<file path="config.mk">
export PLATFORM = sky130hd
export DESIGN_NAME = note_divider_seq
export DESIGN_NICKNAME = d
export VERILOG_FILES = /design/src/rtl/note_divider_seq.sv
export SDC_FILE = /design/constraint.sdc
export NUM_CORES = 1
export LEC_CHECK = 0
export BUFFER_PORTS_ARGS = -buffer_cell sky130_fd_sc_hd__buf_2
export CAP_MARGIN = 15
export CORE_MARGIN = 4
export CORE_UTILIZATION = 50
export CTS_BUF_LIST = sky130_fd_sc_hd__clkbuf_16
export DETAILED_ROUTE_END_ITERATION = 7
export GPL_TIMING_DRIVEN = 0
export PLACE_DENSITY_LB_ADDON = 0.08
export SETUP_SLACK_MARGIN = 0.4
export SYNTH_ARGS = -nofsm -noshare
export SYNTH_HDL_FRONTEND = slang
export SYNTH_SLANG_ARGS = --single-unit
</file>
<file path="constraint.sdc">
create_clock -name clk -period 2.7 [get_ports clk]
set_clock_uncertainty 0.1 [all_clocks]
set_input_delay 0.54 -clock clk [delete_from_list [all_inputs] [get_ports clk]]
set_output_delay 0.54 -clock clk [all_outputs]
set_load 0.03 [all_outputs]
</file>
<file path="src/rtl/note_divider_seq.sv">
// Iterative restoring divider: splits a note index into octave (quotient) and
// note-within-octave (remainder), one quotient bit per clock, MSB first.
module note_divider_seq #(
    parameter int NUM_W = 8,
    parameter int DEN_W = 4
) (
    input  logic             clk,
    input  logic             rst_n,
    input  logic             start,
    input  logic [NUM_W-1:0] numerator,
    input  logic [DEN_W-1:0] divisor,
    output logic             busy,
    output logic             done,
    output logic [NUM_W-1:0] quotient,
    output logic [DEN_W-1:0] remainder,
    output logic             div_zero
);

    localparam int CNT_W = (NUM_W > 1) ? $clog2(NUM_W) : 1;

    typedef enum logic [1:0] {
        IDLE = 2'd0,
        RUN  = 2'd1,
        DONE = 2'd2
    } state_t;

    state_t             state, state_nxt;
    logic               accept;
    logic [NUM_W-1:0]   dvd;
    logic [DEN_W:0]     prem;
    logic [DEN_W-1:0]   dsr;
    logic [CNT_W-1:0]   cnt;
    logic [NUM_W-1:0]   dvd_step;
    logic [DEN_W:0]     prem_step;

    // One restoring step: returns {next partial remainder, next dividend/quotient shift}.
    // The dividend register doubles as the quotient register as bits shift out.
    function automatic logic [NUM_W+DEN_W:0] restore_step(
        input logic [DEN_W:0]   pr,
        input logic [NUM_W-1:0] dv,
        input logic [DEN_W-1:0] d
    );
        logic [DEN_W:0] shifted;
        shifted = (pr << 1) | {{DEN_W{1'b0}}, dv[NUM_W-1]};
        if (shifted >= {1'b0, d})
            restore_step = {shifted - {1'b0, d}, dv[NUM_W-2:0], 1'b1};
        else
            restore_step = {shifted, dv[NUM_W-2:0], 1'b0};
    endfunction

    assign {prem_step, dvd_step} = restore_step(prem, dvd, dsr);

    always_ff @(posedge clk or negedge rst_n) begin
        if (!rst_n)
            state <= IDLE;
        else
            state <= state_nxt;
    end

    always_comb begin
        state_nxt = state;
        busy      = 1'b0;
        done      = 1'b0;
        accept    = 1'b0;
        unique case (state)
            IDLE, DONE: begin
                done = (state == DONE);
                if (start) begin
                    accept    = 1'b1;
                    state_nxt = (divisor == '0) ? DONE : RUN;
                end else begin
                    state_nxt = IDLE;
                end
            end
            RUN: begin
                busy = 1'b1;
                if (cnt == '0)
                    state_nxt = DONE;
            end
            default: state_nxt = IDLE;
        endcase
    end

    // Datapath: operand capture, iteration, and result registers
    always_ff @(posedge clk or negedge rst_n) begin
        if (!rst_n) begin
            dvd       <= '0;
            prem      <= '0;
            dsr       <= '0;
            cnt       <= '0;
            quotient  <= '0;
            remainder <= '0;
            div_zero  <= 1'b0;
        end else if (accept) begin
            if (divisor != '0) begin
                dvd  <= numerator;
                dsr  <= divisor;
                prem <= '0;
                cnt  <= CNT_W'(NUM_W - 1);
            end else begin
                quotient  <= '1;
                remainder <= '0;
                div_zero  <= 1'b1;
            end
        end else if (state == RUN) begin
            dvd  <= dvd_step;
            prem <= prem_step;
            cnt  <= cnt - 1'b1;
            if (cnt == '0) begin
                quotient  <= dvd_step;
                remainder <= prem_step[DEN_W-1:0];
                div_zero  <= 1'b0;
            end
        end
    end

endmodule

</file>
==> impl_metrics.json, run 1 <==
{
  "std_cell_rows": 20,
  "irDropWorstVdd_uv": 659,
  "rsz0062_at_grt": "false",
  "pwr-share-comb_pct": 53.1,
  "cts_root_buffer_type": "sky130_fd_sc_hd__clkbuf_16",
  "initial_antenna_violation_count": 0,
  "place.detailed.hpwl_microns": 2760,
  "design.die.area_sq_mm": 0.00438,
  "critical_path.cell_chain": "inv_1, ha_1, nand2b_4, a2111o_1, and2_4, o31ai_1",
  "drt-total-wl_microns": 3730,
  "report.final.hold_viol_count": 0,
  "maxCapViolations": 0,
  "ys_ff_latch": 34,
  "worst_slew_pin_slew_ns": 0.744,
  "critical_path.startpoint_type": "flip-flop",
  "worst_slew_margin_rel_pct": 50.4,
  "clock_sinks": 34,
  "cts_inserted_buffers": 5,
  "avgRoutedWirePerCell_microns": 14.6,
  "gp_congestion": 0.862,
  "mean_area_per_synthesized_cell_sq_um": 9.67,
  "timing.critical_path.required_ns": 2.77,
  "static_power_due_to_leakage_nw": 1.00,
  "setup_slack_after_layout_ns": 0.588,
  "cts_max_path_buffers": 2,
  "cts_setup_buffers": 0,
  "core-area_sq_mm": 0.00315,
  "power_frac_clock_pct": 16.4,
  "remaining_drc_errors": 0,
  "grt_pass1_vias": 1347,
  "n_fill_cell": 283,
  "netlist-cell-type-count": 36,
  "tritoncts": "done",
  "holdBufCountCts": 0,
  "worst-setup-path-type": "flip-flop to flip-flop",
  "crit_slowest_cell": "sky130_fd_sc_hd__a2111o_1",
  "synth_warnings": 0,
  "pwr-share-seq_pct": 30.4,
  "setup-tns-final_ns": 0,
  "die_w_microns": 66.2,
  "post_route_cells_drive_above_1_share_pct": 22.3,
  "arrival_ns": 2.18,
  "power_density_mw_per_mm2": 1530,
  "cpPeakStageDelay_ns": 0.55,
  "initial_utilization_pct": 53.7,
  "io_pins": 30,
  "area_growth_from_synthesis_to_final_layout_pct": 20.1,
  "synth-compound-area-share_pct": 21.2,
  "achievable-frequency_mhz": 473,
  "type_of_destination_of_the_critical_path": "flip-flop",
  "synth_fp_nets": 197,
  "height_of_the_die_microns": 66.2,
  "postSynthCellCount": 175,
  "drt_iter0_drc": 102,
  "worst_hold_slack_ns": 0.234,
  "final_net_count": 233,
  "internal_power_mw": 1.76,
  "quantity_of_i_o_buffers_inserted_on_ports": 29,
  "setup-violations-final": 0,
  "grt_pass1_wl_microns": 6220,
  "antenna_violating_nets_post_route": 0,
  "cts_htree_levels": 2,
  "post_synth_and_or_nand_nor_area_fraction_pct": 17.2,
  "muxShareOfSynthArea_pct": 0,
  "synth_fa_ha_area_share_pct": 5.62,
  "dp_slack_ns": 0.542,
  "synthXorXnorAreaFrac_pct": 0.518,
  "viasPerCell": 5.61,
  "outcome": "complete, no violations",
  "grt_max_degree": 35,
  "netSwitchingPower_mw": 1.34,
  "power.switching_fraction_pct": 43.3,
  "cts_repair_resize_count": 0,
  "syn-cell-area_sq_mm": 0.00169,
  "hold_path_class": "input pin to asynchronous set/reset pin",
  "overflow": 0,
  "ff_latch_area_sq_um": 851,
  "min_period_over_period_pct": 78.2,
  "clock_latency_ns": 0.27,
  "critical_path.max_fanout": 9,
  "number_of_iterations_in_the_first_detailed_routing_pass": 4,
  "multi_input_comb_area_sq_um": 762,
  "antenna-diode-count": 0,
  "grtUsageTotal_pct": 18.5,
  "final-max-slew-violation-count": 0,
  "synth_top_family_by_area": "compound AO/OA/AOI/OAI gates",
  "ys_seq_area_share_pct": 50.3,
  "final_period_minus_worst_setup_slack_ns": 2.11,
  "num_vias": 1430,
  "clk_pin_slew_worst_paths_ns": 0.05
}
-- cells in the final DEF, fill, tap and decap left out, types with 2 or more instances in the layout --
master                       n
sky130_fd_sc_hd__o21ai_1     3
sky130_fd_sc_hd__nand2_1    27
sky130_fd_sc_hd__clkbuf_16   5
sky130_fd_sc_hd__dfrtp_1    34
sky130_fd_sc_hd__o21ai_0    10
sky130_fd_sc_hd__or2_1       2
sky130_fd_sc_hd__a31oi_1     8
sky130_fd_sc_hd__nor2b_1     2
sky130_fd_sc_hd__a22oi_1     2
sky130_fd_sc_hd__ha_1        6
sky130_fd_sc_hd__inv_1      11
sky130_fd_sc_hd__buf_2      34
sky130_fd_sc_hd__a21o_1      3
sky130_fd_sc_hd__nand2b_1    2
sky130_fd_sc_hd__a32oi_1     5
sky130_fd_sc_hd__o31ai_1     6
sky130_fd_sc_hd__a22o_1      4
sky130_fd_sc_hd__a21oi_1     5
sky130_fd_sc_hd__nand3_1     2
sky130_fd_sc_hd__nor2_1     23
-- power by group through the flow --
stage / logic [mW] / registers (mW) / clock network (mW)
after global placement: 1.58 / 0.942 / 0
after global routing: 1.82 / 0.977 / 0.544
final: 1.65 / 0.944 / 0.509
after detailed placement: 1.63 / 0.953 / 0
after floorplan: 1.06 / 1.11 / 0
after CTS: 1.65 / 0.945 / 0.520
-- final cells by class --
class                   instances  share of cell area, %
flip-flops and latches         34                   41.9
repair buffers                 29                   7.14
plain buffers                   7                   2.40
clock inverters                 2                  0.369
clock buffers                   5                   6.16
inverters                      10                   1.85
well taps                      44                   2.71
multi-input cells             124                   37.5
-- worst max-delay path, delay by kind of cell, from the launching register on --
| family | cells | cell delay, ns |
|---|---|---|
| adders and majority gates | 1 | 0.28 |
| DFF | 1 | 0.37 |
| AOI/OAI and AO/OA | 2 | 0.77 |
| and+or+nand+nor | 2 | 0.38 |
| buffers and inverters | 1 | 0.11 |
-- routing by layer --
layer | vias up | routed length (microns) | share of wire [%] | track usage (%)
li1 | 689 | - | - | -
met1 | 689 | 1720 | 46 | 25.5
met2 | 50 | 1800 | 48 | 29.2
met3 | 2 | 185 | 5.0 | 3.74
met4 | 0 | 23 | 0.62 | 5.84
met5 | - | 0 | 0 | 0
-- metrics by stage --
| stage | area, sq um | power, mW | cells | util (%) |
|---|---|---|---|---|
| after floorplan | 1690 | 2.17 | 175 | - |
| after global placement | 1890 | 2.52 | 248 | 60.0 |
| after detailed placement | 1890 | 2.59 | 248 | 60.0 |
| after CTS | 2020 | 3.11 | 255 | 64.2 |
| after global routing | 2030 | 3.34 | 255 | 64.4 |
| final | 2030 | 3.10 | 255 | 64.4 |
-- worst paths after layout --
path                                            end  cells past startpoint  slack, ns          startpoint
min in group clk                 cnt[0]$_DFFE_PN0P_                      1       0.36  cnt[0]$_DFFE_PN0P_
max reg2reg                remainder[0]$_DFFE_PN0P_                      6       0.59  dvd[7]$_DFFE_PN0P_
max                        remainder[0]$_DFFE_PN0P_                      6       0.59  dvd[7]$_DFFE_PN0P_
min reg2reg                      cnt[0]$_DFFE_PN0P_                      1       0.36  cnt[0]$_DFFE_PN0P_
min                             prem[3]$_DFFE_PN0P_                      1       0.23               rst_n
max in group asynchronous   quotient[4]$_DFFE_PN0P_                      1       1.79               rst_n
-- logic make-up (layout without fill, tap and decap cells) --
| kind of cell | after synthesis | after routing |
|---|---|---|
| AND/OR/NAND/NOR | 64 | 64 |
| AO/OA/AOI/OAI | 52 | 52 |
| flip-flops | 34 | 34 |
| buffers and inverters | 17 | 53 |
| adder cells (fa/ha/maj) | 7 | 7 |
| XOR/XNOR | 1 | 1 |
-- Yosys cell counts, drive strengths merged --
| cell | instances | share of area, % |
|---|---|---|
| a2111o | 1 | 0.67 |
| a21boi | 1 | 0.67 |
| a21o | 3 | 1.3 |
| a21oi | 6 | 2.0 |
| a22o | 4 | 2.1 |
| a22oi | 2 | 0.89 |
| a31oi | 8 | 3.0 |
| a32o | 1 | 0.59 |
| a32oi | 5 | 2.6 |
| and2 | 1 | 0.52 |
| buf | 6 | 2.7 |
| clkbuf | 1 | 0.22 |
| dfrtp | 34 | 50 |
| fa | 1 | 1.2 |
| ha | 6 | 4.4 |
| inv | 10 | 2.2 |
| nand2 | 27 | 6.0 |
| nand2b | 3 | 1.6 |
| nand3 | 2 | 0.59 |
| nand3b | 1 | 0.44 |
| nor2 | 23 | 5.1 |
| nor2b | 2 | 0.74 |
| nor4 | 1 | 0.74 |
| o211ai | 1 | 0.44 |
| o21ai | 14 | 4.4 |
| o31ai | 6 | 2.7 |
| or2 | 2 | 0.74 |
| or3 | 1 | 0.37 |
| or4 | 1 | 0.44 |
| xor2 | 1 | 0.52 |
-- state kept, by name, indices dropped and copies added, names as in the netlist --
register	count
cnt	3
div_zero	1
dsr	4
dvd	8
prem	4
quotient	8
remainder	4
state	2
Power figures use the tool's default switching activity.
==> run 2: changes to the inputs <==
==> constraint.sdc (replaced) <==
create_clock -name clk -period 2 [get_ports clk]
set_clock_uncertainty 0.1 [all_clocks]
set_input_delay 0.4 -clock clk [delete_from_list [all_inputs] [get_ports clk]]
set_output_delay 0.4 -clock clk [all_outputs]
set_load 0.03 [all_outputs]
==> run 2 against run 1 <==
Total power up 68%. Largest power group unchanged. Combinational power up 75%. Register-to-register slack worse by 0.57 ns. Hold slack worse by 0.15 ns. Clock-buffer cell count unchanged. Critical path depth unchanged. Global-route usage up 2.9 points. Non-clock buffer count up 15. Worst setup slack worse by 0.57 ns.
==> impl_metrics.json, run 2 (same netlist as run 1, synthesis figures left out) <==
{
  "timing.critical_path.required_ns": 2.06,
  "worst_r2r_startpoint": "dvd[7]$_DFFE_PN0P_",
  "place.detailed.hpwl_microns": 2790,
  "cts_root_buffer_type": "sky130_fd_sc_hd__clkbuf_16",
  "worst_slew_margin_rel_pct": 50.2,
  "final_period_minus_worst_setup_slack_ns": 1.98,
  "overflow": 0,
  "cts_inserted_buffers": 5,
  "tritoncts": "done",
  "height_of_the_die_microns": 66.2,
  "gp_congestion": 0.796,
  "quantity_of_i_o_buffers_inserted_on_ports": 29,
  "dp_slack_ns": -0.00958,
  "largest_registers": "dvd: 8 flops, quotient: 8 flops",
  "grtUsageTotal_pct": 21.4,
  "maxCapViolations": 0,
  "avgRoutedWirePerCell_microns": 16.0,
  "number_of_iterations_in_the_first_detailed_routing_pass": 4,
  "setup_slack_after_layout_ns": 0.0179,
  "critical_path.startpoint_type": "flip-flop",
  "drt-total-wl_microns": 4350,
  "rsz0062_at_grt": "true",
  "remaining_drc_errors": 0,
  "clk_pin_slew_worst_paths_ns": 0.06,
  "type_of_destination_of_the_critical_path": "flip-flop",
  "reg2reg_depth": 6,
  "antenna-diode-count": 0,
  "final_net_count": 249,
  "antenna_violating_nets_post_route": 0,
  "initial_antenna_violation_count": 0,
  "final-instance-count-excl-fill": 272,
  "postLayoutCoreUtil_pct": 76.6,
  "post_route_cells_drive_above_1_share_pct": 42.5,
  "power_density_mw_per_mm2": 2160,
  "std_cell_rows": 20,
  "core-area_sq_mm": 0.00315,
  "grt_max_degree": 35,
  "cts_max_path_buffers": 2,
  "grt_pass1_wl_microns": 6870,
  "irDropWorstVdd_uv": 1000,
  "layout_common_cells": "31 x sky130_fd_sc_hd__dfrtp_1, 29 x sky130_fd_sc_hd__buf_2, 23 x sky130_fd_sc_hd__nor2_1, 19 x sky130_fd_sc_hd__nand2_1, 15 x sky130_fd_sc_hd__buf_4",
  "placedCellCount": 248,
  "holdBufCountCts": 0,
  "worst_r2r_endpoint": "prem[2]$_DFFE_PN0P_",
  "drt_iter0_drc": 91,
  "rrSetupSlack_ns": 0.02,
  "worst_hold_slack_ns": 0.0872,
  "report.final.hold_viol_count": 0,
  "outcome": "complete, no violations",
  "area_growth_from_synthesis_to_final_layout_pct": 42.8,
  "cp.buffers_inverters": 1,
  "die_w_microns": 66.2,
  "commonest_non_fill_non_tap_cell_in_the_layout": "sky130_fd_sc_hd__dfrtp_1",
  "setup-violations-final": 0,
  "critical_path.cell_chain": "inv_2, ha_4, nand2b_4, a2111o_1, a21o_1, a32o_1",
  "cts_htree_levels": 2,
  "num_vias": 1527,
  "timing.critical_path.max_delay_family": "compound AO/OA/AOI/OAI gates",
  "final-max-slew-violation-count": 0,
  "clock_latency_ns": 0.28,
  "crit_slowest_cell": "sky130_fd_sc_hd__a2111o_1",
  "worst_slew_pin_slew_ns": 0.746,
  "viasPerCell": 5.61,
  "design.die.area_sq_mm": 0.00438,
  "cpPeakStageDelay_ns": 0.49,
  "initial_utilization_pct": 53.7,
  "clock_sinks": 34,
  "arrival_ns": 2.04,
  "io_pins": 30,
  "achievable-frequency_mhz": 505,
  "worst-setup-path-type": "flip-flop to flip-flop",
  "hold_path_class": "input pin to asynchronous set/reset pin",
  "static_power_due_to_leakage_nw": 1.12,
  "critical_path.max_fanout": 8,
  "grt_pass1_vias": 1458,
  "fin_total_pwr_mw": 5.22,
  "min_period_over_period_pct": 99.1
}
## run 2: area by class of cell
type | instances | area, sq um
clock buffers | 5 | 125
plain buffers | 7 | 71.3
flip-flops and latches | 34 | 855
clock inverters | 3 | 63.8
repair buffers | 44 | 268
inverters | 10 | 40.0
fillers | 224 | 737
well taps | 44 | 55.1
multi-input cells | 125 | 938
## run 2: how the worst max path moves through the flow
stage / from / end / slack (ns) / cells past startpoint
floorplan: dvd[7]$_DFFE_PN0P_ / prem[2]$_DFFE_PN0P_ / 0.14 / 6
CTS: dvd[7]$_DFFE_PN0P_ / prem[2]$_DFFE_PN0P_ / 0.04 / 6
global placement: dvd[7]$_DFFE_PN0P_ / remainder[0]$_DFFE_PN0P_ / 0.01 / 6
global route: dvd[7]$_DFFE_PN0P_ / prem[2]$_DFFE_PN0P_ / -0.02 / 6
detailed placement: dvd[7]$_DFFE_PN0P_ / prem[2]$_DFFE_PN0P_ / -0.01 / 6
finish: dvd[7]$_DFFE_PN0P_ / prem[2]$_DFFE_PN0P_ / 0.02 / 6
## run 2: metal layers
metal	share of wire, %	vias to the layer above	track usage [%]
met2	47	39	32.8
met1	46	748	28.5
met5	0	-	0
met4	2.8	0	9.64
met3	4.0	14	5.27
li1	-	726	-
## run 2: worst reg2reg max path: stages (launching register included)
cell and delay [ns]:
sky130_fd_sc_hd__dfrtp_1 0.39, sky130_fd_sc_hd__inv_2 0.10, sky130_fd_sc_hd__ha_4 0.21, sky130_fd_sc_hd__nand2b_4 0.14
sky130_fd_sc_hd__a2111o_1 0.49, sky130_fd_sc_hd__a21o_1 0.20, sky130_fd_sc_hd__a32o_1 0.24
## run 2: where the power goes
part	total (mW)	internal (mW)	switching (mW)	leakage [nW]
logic	2.89	1.31	1.58	0.631
clock network	0.990	0.709	0.281	0.0915
registers	1.34	1.05	0.290	0.399
total	5.22	3.07	2.15	1.12
## run 2: metrics by stage
step | cell area (sq um) | setup TNS, ns
floorplan | 1740 | 0
global placement | 1940 | 0
detailed placement | 1940 | -0.0107
CTS | 2330 | 0
global route | 2420 | -0.0622
finish | 2420 | 0
## run 2: timing repair
item,4_1_cts,5_1_grt
gates cloned,2,0
setup buffers,10,4
setup endpoints to repair,33,32
endpoints found under the hold margin,0,0
pin swaps,13,5
gates resized for setup,29,22
==> run 3: changes to the inputs <==
--- a/config.mk
+++ b/config.mk
@@ -12,7 +12,7 @@
 export CTS_BUF_LIST = sky130_fd_sc_hd__clkbuf_16
 export DETAILED_ROUTE_END_ITERATION = 7
 export GPL_TIMING_DRIVEN = 0
-export PLACE_DENSITY_LB_ADDON = 0.08
+export PLACE_DENSITY = 0.73
 export SETUP_SLACK_MARGIN = 0.4
 export SYNTH_ARGS = -nofsm -noshare
 export SYNTH_HDL_FRONTEND = slang
==> run 3 against run 2 <==
Worst setup slack improved by 0.014 ns. First-iteration DRC count increased by 34%. Critical path depth rose by 1. Register-to-register slack barely moved. Global-route usage grew 0.95 points. Largest cell class unchanged. Total power fell by 4.7%. Die area is the same. Non-clock buffer count is 7 higher. Highest routed layer unchanged. Combinational power grew 1%. Clock power is 28% lower. Cell count is 2.2% higher.
==> impl_metrics.json, run 3 (same netlist as run 1, synthesis figures left out) <==
{
  "setup-violations-final": 0,
  "rrSetupSlack_ns": 0.03,
  "post_route_cells_drive_above_1_share_pct": 41.5,
  "cts_max_path_buffers": 2,
  "crit_slowest_cell": "sky130_fd_sc_hd__a2111o_1",
  "design.die.area_sq_mm": 0.00438,
  "global_route.usage.met1_pct": 28.4,
  "height_of_the_die_microns": 66.2,
  "grt_pass1_vias": 1530,
  "met3_usage_pct": 8.33,
  "cts_root_buffer_type": "sky130_fd_sc_hd__clkbuf_16",
  "avgRoutedWirePerCell_microns": 16.5,
  "grt_max_degree": 35,
  "overflow": 0,
  "drt_iter0_drc": 122,
  "fin_total_pwr_mw": 4.98,
  "report.final.hold_viol_count": 0,
  "final-max-slew-violation-count": 0,
  "holdBufCountCts": 0,
  "maxCapViolations": 0,
  "type_of_destination_of_the_critical_path": "flip-flop",
  "gr-usage-met2_pct": 34.4,
  "pwr-share-comb_pct": 58.9,
  "cts_htree_levels": 2,
  "num_vias": 1547,
  "io_pins": 30,
  "reg2reg_depth": 7,
  "clk_pin_slew_worst_paths_ns": 0.05,
  "drt-total-wl_microns": 4600,
  "arrival_ns": 2.02,
  "hold_path_class": "input pin to asynchronous set/reset pin",
  "std_cell_rows": 20,
  "power_density_mw_per_mm2": 2080,
  "layout_common_cells": "32 x sky130_fd_sc_hd__dfrtp_1, 29 x sky130_fd_sc_hd__buf_2, 23 x sky130_fd_sc_hd__nor2_1, 20 x sky130_fd_sc_hd__buf_4, 19 x sky130_fd_sc_hd__nand2_1",
  "area_growth_from_synthesis_to_final_layout_pct": 41.2,
  "rsz0062_at_grt": "true",
  "irDropWorstVdd_uv": 1130,
  "n_fill_cell": 231,
  "netSwitchingPower_mw": 2.13,
  "power_frac_clock_pct": 14.3,
  "initial_utilization_pct": 53.7,
  "grtUsageTotal_pct": 22.4,
  "worst_r2r_endpoint": "prem[0]$_DFFE_PN0P_",
  "placedCellCount": 248,
  "core-area_sq_mm": 0.00315,
  "critical_path.cell_chain": "inv_2, ha_4, nand2b_4, a2111o_1, buf_6, a32oi_1, o31ai_1",
  "antenna_violating_nets_post_route": 0,
  "clock_sinks": 34,
  "outcome": "complete, no violations",
  "worst_r2r_startpoint": "dvd[7]$_DFFE_PN0P_",
  "pwr-share-seq_pct": 26.8,
  "remaining_drc_errors": 0,
  "final_net_count": 256,
  "internal_power_mw": 2.84,
  "gp_congestion": 0.814,
  "viasPerCell": 5.56,
  "commonest_non_fill_non_tap_cell_in_the_layout": "sky130_fd_sc_hd__dfrtp_1",
  "grt_pass1_wl_microns": 7270,
  "worst-setup-path-type": "flip-flop to flip-flop",
  "grt-busiest-layer": "met2",
  "antenna-diode-count": 0,
  "timing.critical_path.required_ns": 2.05,
  "cpPeakStageDelay_ns": 0.47,
  "critical_path.startpoint_type": "flip-flop",
  "quantity_of_i_o_buffers_inserted_on_ports": 29,
  "die_w_microns": 66.2,
  "clock_latency_ns": 0.28,
  "worst_slew_margin_rel_pct": 50.1,
  "place.detailed.hpwl_microns": 2770,
  "final-instance-count-excl-fill": 278,
  "power.switching_fraction_pct": 42.9,
  "number_of_iterations_in_the_first_detailed_routing_pass": 4,
  "final_period_minus_worst_setup_slack_ns": 1.97,
  "achievable-frequency_mhz": 508,
  "cts_inserted_buffers": 5,
  "static_power_due_to_leakage_nw": 1.14,
  "critical_path.max_fanout": 6,
  "largest_registers": "dvd: 8 flops, quotient: 8 flops",
  "initial_antenna_violation_count": 0,
  "min_period_over_period_pct": 98.4,
  "worst_slew_pin_slew_ns": 0.749,
  "tritoncts": "done"
}
==> run 3: cell type report <==
type,instances,area (sq um),share of cell area [%]
timing repair buffer,51,328,13.7
inverter,10,40.0,1.68
sequential,34,853,35.7
tap,44,55.1,2.30
clock inverter,2,10.0,0.419
clock buffer,5,125,5.24
buffer,7,71.3,2.99
multi-input combinational,125,906,37.9
==> run 3: worst max-delay path by stage <==
stage	cells after the start	startpoint	end	slack (ns)
CTS	6	dvd[7]$_DFFE_PN0P_	prem[2]$_DFFE_PN0P_	0.01
global route	5	dsr[1]$_DFFE_PN0P_	prem[2]$_DFFE_PN0P_	-0.04
detailed placement	6	dvd[7]$_DFFE_PN0P_	prem[2]$_DFFE_PN0P_	-0.004
floorplan	6	dvd[7]$_DFFE_PN0P_	prem[2]$_DFFE_PN0P_	0.14
global placement	6	dvd[7]$_DFFE_PN0P_	remainder[0]$_DFFE_PN0P_	0.02
finish	7	dvd[7]$_DFFE_PN0P_	prem[0]$_DFFE_PN0P_	0.03
==> run 3: routing by layer <==
metal	wire [microns]	part of all wire, %
met3	372	8.1
met5	0	0
met4	78	1.7
met1	1860	40
met2	2290	50
==> run 3: per-stage QoR <==
stage / instance area, sq um / setup TNS [ns] / hold WS, ns / util [%] / worst slack [ns]
global placement: 1940 / 0 / 0.360 / 61.4 / 0.0210
CTS: 2290 / 0 / 0.116 / 72.6 / 0.0123
global route: 2390 / -0.195 / 0.156 / 75.8 / -0.0362
finish: 2390 / 0 / 0.0941 / 75.8 / 0.0322
detailed placement: 1940 / -0.00398 / 0.361 / 61.4 / -0.00398
floorplan: 1740 / 0 / 0.00441 / - / 0.140
==> run 3: worst max-delay path, delay by kind of cell (launching register included) <==
kind / cells / cell delay [ns]
compound gates: 3 / 0.74
simple gates: 1 / 0.13
flops: 1 / 0.40
buf+inv: 2 / 0.27
fa+ha+maj: 1 / 0.20
==> run 3: power groups by stage <==
stage               clock network (mW)  logic (mW)  registers, mW
global placement                     0        2.20           1.28
finish                           0.713        2.93           1.33
CTS                              0.719        2.67           1.31
detailed placement                   0        2.27           1.30
global route                     0.769        3.17           1.38
floorplan                            0        1.50           1.50
==> run 3: what timing repair did <==
action | in CTS | in global routing
gates cloned | 2 | 0
setup endpoints to repair | 33 | 35
pin swaps | 15 | 7
resized for setup | 29 | 16
buffers inserted | 14 | 7
